==> src/rtl/mips_mem_pkg.sv <==
// Shared definitions for the memory-stage load/store unit: access size
// encodings, FSM state type, counter sizing and lane helper functions.
package mips_mem_pkg;

  localparam logic [1:0] SZ_BYTE = 2'b00;
  localparam logic [1:0] SZ_HALF = 2'b01;
  localparam logic [1:0] SZ_WORD = 2'b10;

  typedef enum logic [1:0] {
    IDLE = 2'b00,
    BUS  = 2'b01,
    DONE = 2'b10
  } state_t;

  // Bits needed to hold 0..timeout; never narrower than one bit.
  function automatic int cnt_width(input int timeout);
    int w;
    w = $clog2(timeout + 1);
    return (w < 1) ? 1 : w;
  endfunction

  // Low address bits as the access will use them: halves ignore bit 0,
  // words (and the unused encoding) ignore both bits.
  function automatic logic [1:0] align_lo(input logic [1:0] size, input logic [1:0] lo);
    case (size)
      SZ_BYTE: return lo;
      SZ_HALF: return {lo[1], 1'b0};
      default: return 2'b00;
    endcase
  endfunction

  function automatic logic is_misaligned(input logic [1:0] size, input logic [1:0] lo);
    case (size)
      SZ_BYTE: return 1'b0;
      SZ_HALF: return lo[0];
      default: return (lo != 2'b00);
    endcase
  endfunction

  // Little-endian byte enables for an already-aligned low address.
  function automatic logic [3:0] byte_enables(input logic [1:0] size, input logic [1:0] lo);
    case (size)
      SZ_BYTE: return 4'b0001 << lo;
      SZ_HALF: return lo[1] ? 4'b1100 : 4'b0011;
      default: return 4'b1111;
    endcase
  endfunction

  // Store data replicated across all lanes so the byte enables alone pick it.
  function automatic logic [31:0] replicate(input logic [1:0] size, input logic [31:0] data);
    case (size)
      SZ_BYTE: return {4{data[7:0]}};
      SZ_HALF: return {2{data[15:0]}};
      default: return data;
    endcase
  endfunction

endpackage

==> src/rtl/mem_access_unit_if.sv <==
// Word-wide variable-latency data bus between the load/store unit (master)
// and the memory system (slave).
interface mem_access_unit_if;
  logic        bus_req;
  logic        bus_we;
  logic [31:0] bus_addr;
  logic [3:0]  bus_be;
  logic [31:0] bus_wdata;
  logic [31:0] bus_rdata;
  logic        bus_ack;

  modport master (
    output bus_req, bus_we, bus_addr, bus_be, bus_wdata,
    input  bus_rdata, bus_ack
  );

  modport slave (
    input  bus_req, bus_we, bus_addr, bus_be, bus_wdata,
    output bus_rdata, bus_ack
  );
endinterface

==> src/rtl/mem_access_unit_load_extract.sv <==
// Load lane select plus sign/zero extension of the returned bus word.
module load_extract
  import mips_mem_pkg::*;
(
  input  logic [31:0] rdata,
  input  logic [1:0]  addr,
  input  logic [1:0]  size,
  input  logic        uns,
  output logic [31:0] data
);

  logic [7:0]  lane_b;
  logic [15:0] lane_h;

  // Pick the addressed lane and extend it to a full register value.
  always_comb begin
    // NOTE: every variable gets a default first so no path can infer a latch.
    data   = rdata;
    lane_b = rdata[7:0];
    lane_h = addr[1] ? rdata[31:16] : rdata[15:0];
    case (addr)
      2'd0:    lane_b = rdata[7:0];
      2'd1:    lane_b = rdata[15:8];
      2'd2:    lane_b = rdata[23:16];
      default: lane_b = rdata[31:24];
    endcase
    case (size)
      SZ_BYTE: data = uns ? {24'd0, lane_b} : {{24{lane_b[7]}}, lane_b};
      SZ_HALF: data = uns ? {16'd0, lane_h} : {{16{lane_h[15]}}, lane_h};
      default: data = rdata;
    endcase
  end

endmodule

==> src/rtl/mem_access_unit.sv <==
// Memory-stage load/store unit: registers one CPU access, runs it on the
// data bus with an optional ack timeout, and returns extended load data.
// Optional feature macro: MEM_MISALIGN_TRAP_EN -- when defined, misaligned
// half/word accesses fail immediately instead of being forced aligned.
module mem_access_unit
  import mips_mem_pkg::*;
#(
  parameter int TIMEOUT = 255
) (
  input  logic        clk,
  input  logic        rst_n,
  input  logic        cpu_valid,
  output logic        cpu_ready,
  input  logic        cpu_we,
  input  logic [1:0]  cpu_size,
  input  logic        cpu_unsigned,
  input  logic [31:0] cpu_addr,
  input  logic [31:0] cpu_wdata,
  output logic        resp_valid,
  output logic [31:0] resp_rdata,
  output logic        resp_err,
  output logic        resp_misalign,
  mem_access_unit_if.master bus
);

  localparam int            CW     = cnt_width(TIMEOUT);
  localparam logic [CW-1:0] TO_VAL = CW'(TIMEOUT);

  state_t        state_q, state_d;
  logic          we_q;
  logic [1:0]    size_q;
  logic          uns_q;
  logic [29:0]   word_q;
  logic [1:0]    lo_q;
  logic [3:0]    be_q;
  logic [31:0]   wdata_q;
  logic [CW-1:0] cnt_q;
  logic [31:0]   rdata_q;
  logic          err_q;
  logic [31:0]   ext_data;
  logic [1:0]    acc_lo;
  logic          misalign_req;
  logic          timed_out;

  assign acc_lo    = align_lo(cpu_size, cpu_addr[1:0]);
  assign timed_out = (TIMEOUT != 0) && (cnt_q == TO_VAL);

`ifdef MEM_MISALIGN_TRAP_EN
  logic mis_q;
  assign misalign_req  = is_misaligned(cpu_size, cpu_addr[1:0]);
  assign resp_misalign = (state_q == DONE) && mis_q;
`else
  assign misalign_req  = 1'b0;
  assign resp_misalign = 1'b0;
`endif

  load_extract u_extract (
    .rdata (bus.bus_rdata),
    .addr  (lo_q),
    .size  (size_q),
    .uns   (uns_q),
    .data  (ext_data)
  );

  // State register; reset always lands in IDLE, abandoning any access.
  always_ff @(posedge clk) begin
    // NOTE: sequential state uses non-blocking assignment so every register samples pre-edge values.
    if (!rst_n) state_q <= IDLE;
    else        state_q <= state_d;
  end

  // Next-state logic and state-decoded handshake outputs.
  always_comb begin
    state_d    = state_q;
    cpu_ready  = 1'b0;
    bus.bus_req = 1'b0;
    resp_valid = 1'b0;
    case (state_q)
      IDLE: begin
        cpu_ready = 1'b1;
        if (cpu_valid) state_d = misalign_req ? DONE : BUS;
      end
      BUS: begin
        bus.bus_req = 1'b1;
        // Ack takes priority over a timeout landing in the same cycle.
        if (bus.bus_ack || timed_out) state_d = DONE;
      end
      DONE: begin
        resp_valid = 1'b1;
        state_d    = IDLE;
      end
      default: state_d = IDLE;
    endcase
  end

  // Access capture on accept, wait counter and result capture during BUS.
  always_ff @(posedge clk) begin
    // NOTE: the datapath registers are reset too so every output reads 0 after reset.
    if (!rst_n) begin
      we_q    <= 1'b0;
      size_q  <= SZ_BYTE;
      uns_q   <= 1'b0;
      word_q  <= '0;
      lo_q    <= 2'b00;
      be_q    <= 4'b0000;
      wdata_q <= '0;
      cnt_q   <= '0;
      rdata_q <= '0;
      err_q   <= 1'b0;
`ifdef MEM_MISALIGN_TRAP_EN
      mis_q   <= 1'b0;
`endif
    end else begin
      case (state_q)
        IDLE: if (cpu_valid) begin
          we_q    <= cpu_we;
          size_q  <= cpu_size;
          uns_q   <= cpu_unsigned;
          word_q  <= cpu_addr[31:2];
          lo_q    <= acc_lo;
          be_q    <= byte_enables(cpu_size, acc_lo);
          wdata_q <= replicate(cpu_size, cpu_wdata);
          cnt_q   <= '0;
          rdata_q <= '0;
          err_q   <= misalign_req;
`ifdef MEM_MISALIGN_TRAP_EN
          mis_q   <= misalign_req;
`endif
        end
        BUS: begin
          if (bus.bus_ack) begin
            rdata_q <= we_q ? 32'd0 : ext_data;
            err_q   <= 1'b0;
          end else if (timed_out) begin
            rdata_q <= 32'd0;
            err_q   <= 1'b1;
          end else begin
            cnt_q <= cnt_q + 1'b1;
          end
        end
        default: ;
      endcase
    end
  end

  assign bus.bus_we    = we_q;
  assign bus.bus_addr  = {word_q, 2'b00};
  assign bus.bus_be    = be_q;
  assign bus.bus_wdata = wdata_q;
  assign resp_rdata    = (state_q == DONE) ? rdata_q : 32'd0;
  assign resp_err      = (state_q == DONE) && err_q;

endmodule

==> src/flat_wrapper.sv <==
// flat-port wrapper written by rule: the top's interface ports become plain ports
module mem_access_unit_flat import mips_mem_pkg::*;
#(
  parameter int TIMEOUT = 255
)
  (clk, rst_n, cpu_valid, cpu_ready, cpu_we, cpu_size, cpu_unsigned, cpu_addr, cpu_wdata, resp_valid, resp_rdata, resp_err, resp_misalign, bus_bus_req, bus_bus_we, bus_bus_addr, bus_bus_be, bus_bus_wdata, bus_bus_rdata, bus_bus_ack);
  mem_access_unit_if bus_i ();
  input  logic clk;
  input  logic rst_n;
  input  logic cpu_valid;
  output logic cpu_ready;
  input  logic cpu_we;
  input  logic [1:0] cpu_size;
  input  logic cpu_unsigned;
  input  logic [31:0] cpu_addr;
  input  logic [31:0] cpu_wdata;
  output logic resp_valid;
  output logic [31:0] resp_rdata;
  output logic resp_err;
  output logic resp_misalign;
  output wire logic [$bits(bus_i.bus_req)-1:0] bus_bus_req;
  output wire logic [$bits(bus_i.bus_we)-1:0] bus_bus_we;
  output wire logic [$bits(bus_i.bus_addr)-1:0] bus_bus_addr;
  output wire logic [$bits(bus_i.bus_be)-1:0] bus_bus_be;
  output wire logic [$bits(bus_i.bus_wdata)-1:0] bus_bus_wdata;
  input wire logic [$bits(bus_i.bus_rdata)-1:0] bus_bus_rdata;
  input wire logic [$bits(bus_i.bus_ack)-1:0] bus_bus_ack;
  assign bus_bus_req = bus_i.bus_req;
  assign bus_bus_we = bus_i.bus_we;
  assign bus_bus_addr = bus_i.bus_addr;
  assign bus_bus_be = bus_i.bus_be;
  assign bus_bus_wdata = bus_i.bus_wdata;
  assign bus_i.bus_rdata = bus_bus_rdata;
  assign bus_i.bus_ack = bus_bus_ack;
  mem_access_unit #(.TIMEOUT(TIMEOUT)) u_core (.clk(clk), .rst_n(rst_n), .cpu_valid(cpu_valid), .cpu_ready(cpu_ready), .cpu_we(cpu_we), .cpu_size(cpu_size), .cpu_unsigned(cpu_unsigned), .cpu_addr(cpu_addr), .cpu_wdata(cpu_wdata), .resp_valid(resp_valid), .resp_rdata(resp_rdata), .resp_err(resp_err), .resp_misalign(resp_misalign), .bus(bus_i));
endmodule
==> config.mk <==
export PLATFORM = sky130hd
export DESIGN_NAME = mem_access_unit_flat
export DESIGN_NICKNAME = d
export VERILOG_FILES = /design/src/rtl/mips_mem_pkg.sv /design/src/rtl/mem_access_unit_if.sv /design/src/rtl/mem_access_unit_load_extract.sv /design/src/rtl/mem_access_unit.sv /design/src/flat_wrapper.sv
export SDC_FILE = /design/constraint.sdc
export NUM_CORES = 1
export LEC_CHECK = 0
export ABC_AREA = 1
export CAP_MARGIN = 40
export CORE_ASPECT_RATIO = 1.25
export CORE_MARGIN = 2
export CORE_UTILIZATION = 40
export DETAILED_ROUTE_END_ITERATION = 8
export MAX_ROUTING_LAYER = met4
export PLACE_DENSITY = 0.79
export SYNTH_ARGS = -nofsm -noshare
export SYNTH_HDL_FRONTEND = slang
export SYNTH_SLANG_ARGS = --single-unit
export TNS_END_PERCENT = 1
==> constraint.sdc <==
create_clock -name clk -period 1.6 [get_ports clk]
set_clock_uncertainty 0.2 [all_clocks]
set_input_delay 0.32 -clock clk [delete_from_list [all_inputs] [get_ports clk]]
set_output_delay 0.32 -clock clk [all_outputs]
set_load 0.02 [all_outputs]
# Word level (Yosys, flattened, before mapping)
# Cells that the tools add are included.
[classes]
n_eq_ne = 12
reduce_logical = 11
shift = 1
n_addsub = 1
mux = 29
[ops]
columns = ["operator", "n"]
rows = [
  ["$mux W32", 7],
  ["$pmux W32 S2", 3],
  ["$mux W8", 3],
  ["$pmux W8 S3", 1],
  ["$mux W16", 1],
  ["$pmux W8 S2", 1],
  ["$add A8 B1 Y8 const B", 1],
  ["$eq A2 B1 Y1 const B", 4],
  ["$eq A8 B8 Y1 const B", 1],
  ["$logic_not A2 Y1", 4],
  ["$pmux W2 S2", 2],
  ["$pmux W4 S2", 1],
  ["$mux W1", 6],
  ["$ne A2 B2 Y1 const B", 3],
  ["$eq A2 B2 Y1 const B", 2],
  ["$mux W2", 2],
  ["$mux W4", 1],
  ["$reduce_and A2 Y1", 2],
  ["$reduce_and A4 Y1", 1],
  ["$shl A1 B2 Y4 const A", 1],
  ["$ne A3 B2 Y1 const B", 1],
  ["$reduce_and A3 Y1", 1],
  ["$ne A2 B1 Y1 const B", 1],
  ["$pmux W1 S2", 1],
  ["other kinds (3)", 3],
]
[totals]
output_inout_bits = 106
in_bits = 104
wordCells = 65
ff_bits = 115

# Logic depth before layout (Yosys ltp)
[depth]
depth_word = 7
mapped_depth = 11
depth_no_buf = 10

# Modules after synthesis
# From an unflattened synthesis, not the netlist that was laid out.
[hier_totals]
hier_cells = 825
hier_area_um2 = 5791.8
[by_module_without_submodules]
columns = ["module", "area_each_um2", "instances", "cells_per_inst", "seq_area_each_um2"]
rows = [
  ["mem_access_unit", 4913.5, 1, 668, 2302.2],
  ["load_extract", 878.3, 1, 157, 0.0],
]

# Worst setup path before layout
# OpenSTA, ideal clock, no wires.
[synth_timing]
path_kind = "register -> output"
from = "register u_core.state_q[1]"
to = "output port resp_rdata[10]"
setup_slack_ns = -0.470
path_stages_with_launch = 6
t_required_ns = 1.080
arrival_ns = 1.550
n_path_buf = 1
cell_sequence = "dfxtp_1 -> inv_1 -> nor2_1 -> inv_1 -> buf_1 -> nor2_1"
[synth_via]
elab_chain_len = 2
[synth_rtl]
columns = ["item", "line", "rtl"]
rows = [
  ["start, declared", "mem_access_unit.sv:29", "state_t state_q, state_d;"],
  ["start signal, assigned", "mem_access_unit.sv:69", "else state_q <= state_d;"],
  ["$eq A2 B2 Y1", "mem_access_unit.sv:150", "assign resp_rdata = (state_q == DONE) ? rdata_q : 32'd0;"],
  ["$mux W32", "mem_access_unit.sv:150", ""],
  ["end, declared", "flat_wrapper.sv:18", "output logic [31:0] resp_rdata;"],
]
# Every way passes these cells.

# Worst setup path in the final report
# Ends and elaborated chain as after synthesis.

==> results.json <==
{
  "synth_top_area_share_pct": 42.9,
  "gp_congestion": 0.977,
  "synth_flop_cell": "dfxtp_1",
  "first_global_vias": 6136,
  "grt.overflow.total": 0,
  "final_max_slew_viol_count": 0,
  "ctsHtreeMaxLevel": 4,
  "status": "finished with violations",
  "drt-pass1-iter-count": 5,
  "holdBufCountCts": 0,
  "seq_area_frac_synth_pct": 42.9,
  "internal_power_mw": 6.15,
  "cts_buffer_depth": 2,
  "die-area_sq_um": 14400,
  "p_leak_nw": 3.60,
  "max_freq_mhz": 520,
  "crit_type": "flop to primary output",
  "cts_tree": "yes",
  "synth_area_leaders": "dfxtp_1 (43%), nand2_1 (13%), a21oi_1 (8.5%)",
  "antenna_found_initial": 0,
  "failed_checks": "negative setup slack",
  "hp-class": "input pin to flop",
  "setup_viol": 92,
  "syn_area_per_cell_sq_um": 6.75,
  "grt_max_degree": 38,
  "vias_per_cell": 5.03,
  "fp.dieH_um": 134,
  "wirelength_mm": 18.3,
  "finalHoldViolations": 0,
  "remaining_drc_errors": 0,
  "num_vias": 6244,
  "coreArea_sq_um": 13200,
  "ir_drop_mv": 0.668,
  "synth.most_common_cell": "nand2_1",
  "synth_seq_cells": 115,
  "power_mw": 8.90,
  "worstPathMaxFanout": 11,
  "crit_required_ns": 1.08,
  "period_share_pct": 120,
  "end_kind": "primary output",
  "cts_root_buffer": "clkbuf_16",
  "cap_violations": 0,
  "combPwrFrac_pct": 23.2,
  "p_per_area_nw_per_um2": 993,
  "p_seq_share_pct": 35.7,
  "rows": 47,
  "crit_arrival_ns": 1.40,
  "cts.sink_count": 115,
  "antenna_cells": 0,
  "ys_top_cells_by_count": "nand2_1 (184), dfxtp_1 (115), nor2_1 (115)",
  "synthToLayoutAreaGrowth_pct": 66.8,
  "synth_edf_count": 0,
  "ant_nets": 0,
  "p_sw_mw": 2.75,
  "clk_pin_slew_ns": 0.06,
  "start_util_pct": 40.7,
  "synth_top_area_cell": "dfxtp_1",
  "yosysWarnings": 0,
  "cts-buffers-inserted": 17,
  "clock_latency_ns": 0.41,
  "die_w_um": 108,
  "async_flop_share_pct": 0,
  "slew_headroom_pct": 63.1,
  "synth_cells": 795,
  "drive_above_1_share_pct": 29.1,
  "grt_first_pass_wirelength_mm": 29.0,
  "cp-start-kind": "flop",
  "io_buffers": 206,
  "drtIter0Drc": 307,
  "grt_use_total_pct": 26.2,
  "place_ws_ns": -0.402,
  "ios": 210,
  "synth_area_sq_um": 5370,
  "power_frac_clock_pct": 41.1,
  "final_core_util_pct": 68.0,
  "fin_ws_ns": -0.323,
  "synth_cell_type_count": 33,
  "place_hpwl_mm": 13.4,
  "swShare_pct": 30.9,
  "wire_per_inst_um": 14.8,
  "rsz0062_at_grt": "yes",
  "final_nets": 1163,
  "tightest_slew_ns": 0.550,
  "fin_crit_ns": 1.92,
  "cts_setup_buffers": 0
}
## through the flow
stage	area, sq um	hold WS, ns	cells	TNS [ns]
2_1_floorplan	5670	0.239	797	-3.25
4_1_cts	9020	0.249	1242	-16.65
6_report	8950	0.262	1242	-15.44
3_3_place_gp	8440	0.250	1210	-39.98
5_1_grt	8950	0.276	1242	-23.39
3_5_place_dp	8440	0.253	1210	-42.51
## cell families after synthesis
kind of cell | share of synthesized area [%]
other | 0.0699
flip-flops | 42.9
AO/OA/AOI/OAI | 18.5
buffers and inverters | 9.21
adder cells (fa/ha/maj) | 0.233
AND/OR/NAND/NOR | 29.1
## registers in the layout, indices dropped and copies added (netlist names)
register / count
u_core.bus.bus_we: 1
u_core.cnt_q: 8
u_core.rdata_q: 32
u_core.state_q: 2
u_core.word_q: 30
u_core.size_q: 2
u_core.err_q: 1
u_core.lo_q: 2
u_core.uns_q: 1
u_core.bus.bus_wdata: 32
u_core.bus.bus_be: 4
## cell type report
type                    instances  area (sq um)
repair buffers                290          2620
multi-input cells             562          2960
clock buffers                  17           425
well taps                     171           214
fillers                      1120          4220
inverters                      72           288
clock inverters                15           144
flip-flops and latches        115          2310
## path summary, 6_finish.rpt
path                             from                        to  slack, ns  cells past startpoint
min                     cpu_wdata[25]  u_core.bus.bus_wdata[25]       0.26                      3
min reg2reg  u_core.bus.bus_wdata[17]  u_core.bus.bus_wdata[17]       0.26                      2
max                 u_core.state_q[1]            resp_rdata[10]      -0.32                      6
max reg2reg         u_core.state_q[0]        u_core.rdata_q[23]      -0.21                      9
## power by group through the flow
stage / sequential, mW / combinational [mW] / clock (mW)
5_1_grt: 3.20 / 2.23 / 3.84
3_3_place_gp: 3.23 / 2.06 / 0
6_report: 3.18 / 2.06 / 3.66
4_1_cts: 3.18 / 2.05 / 3.70
2_1_floorplan: 3.41 / 0.845 / 0
3_5_place_dp: 3.23 / 2.08 / 0
## repair_timing
action,CTS,global route
setup endpoints to repair,205,168
endpoints found under the hold margin,0,0
pin swaps,2,3
gates resized for setup,359,88
## critical path, stage by stage (launching register included)
cell	delay, ns
dfxtp_2	0.31
inv_1	0.10
nor2_4	0.05
inv_4	0.13
buf_12	0.19
nor2_4	0.04
buf_4	0.15
## per-layer routing
layer	vias to the layer above	wire length [um]	GRT usage [%]
met1	2856	6910	28.3
li1	3100	-	-
met3	41	1360	7.24
met4	0	532	11.3
met2	247	9530	44.8
met5	-	0	-
## cells in the final DEF (no fill, tap or decap), types with 23 or more instances in the layout
master | Yosys | routed
a21oi_1 | 91 | 72
buf_4 | 6 | 105
clkbuf_2 | 0 | 30
clkdlybuf4s15_2 | 0 | 23
clkdlybuf4s50_1 | 0 | 103
dfxtp_1 | 115 | 110
inv_1 | 60 | 58
nand2_1 | 184 | 176
nand3_1 | 43 | 42
nor2_1 | 115 | 82
nor2_4 | 1 | 35
o21ai_0 | 65 | 37
o21ai_1 | 9 | 36
Note: power is estimated with default switching activity, not from simulation.
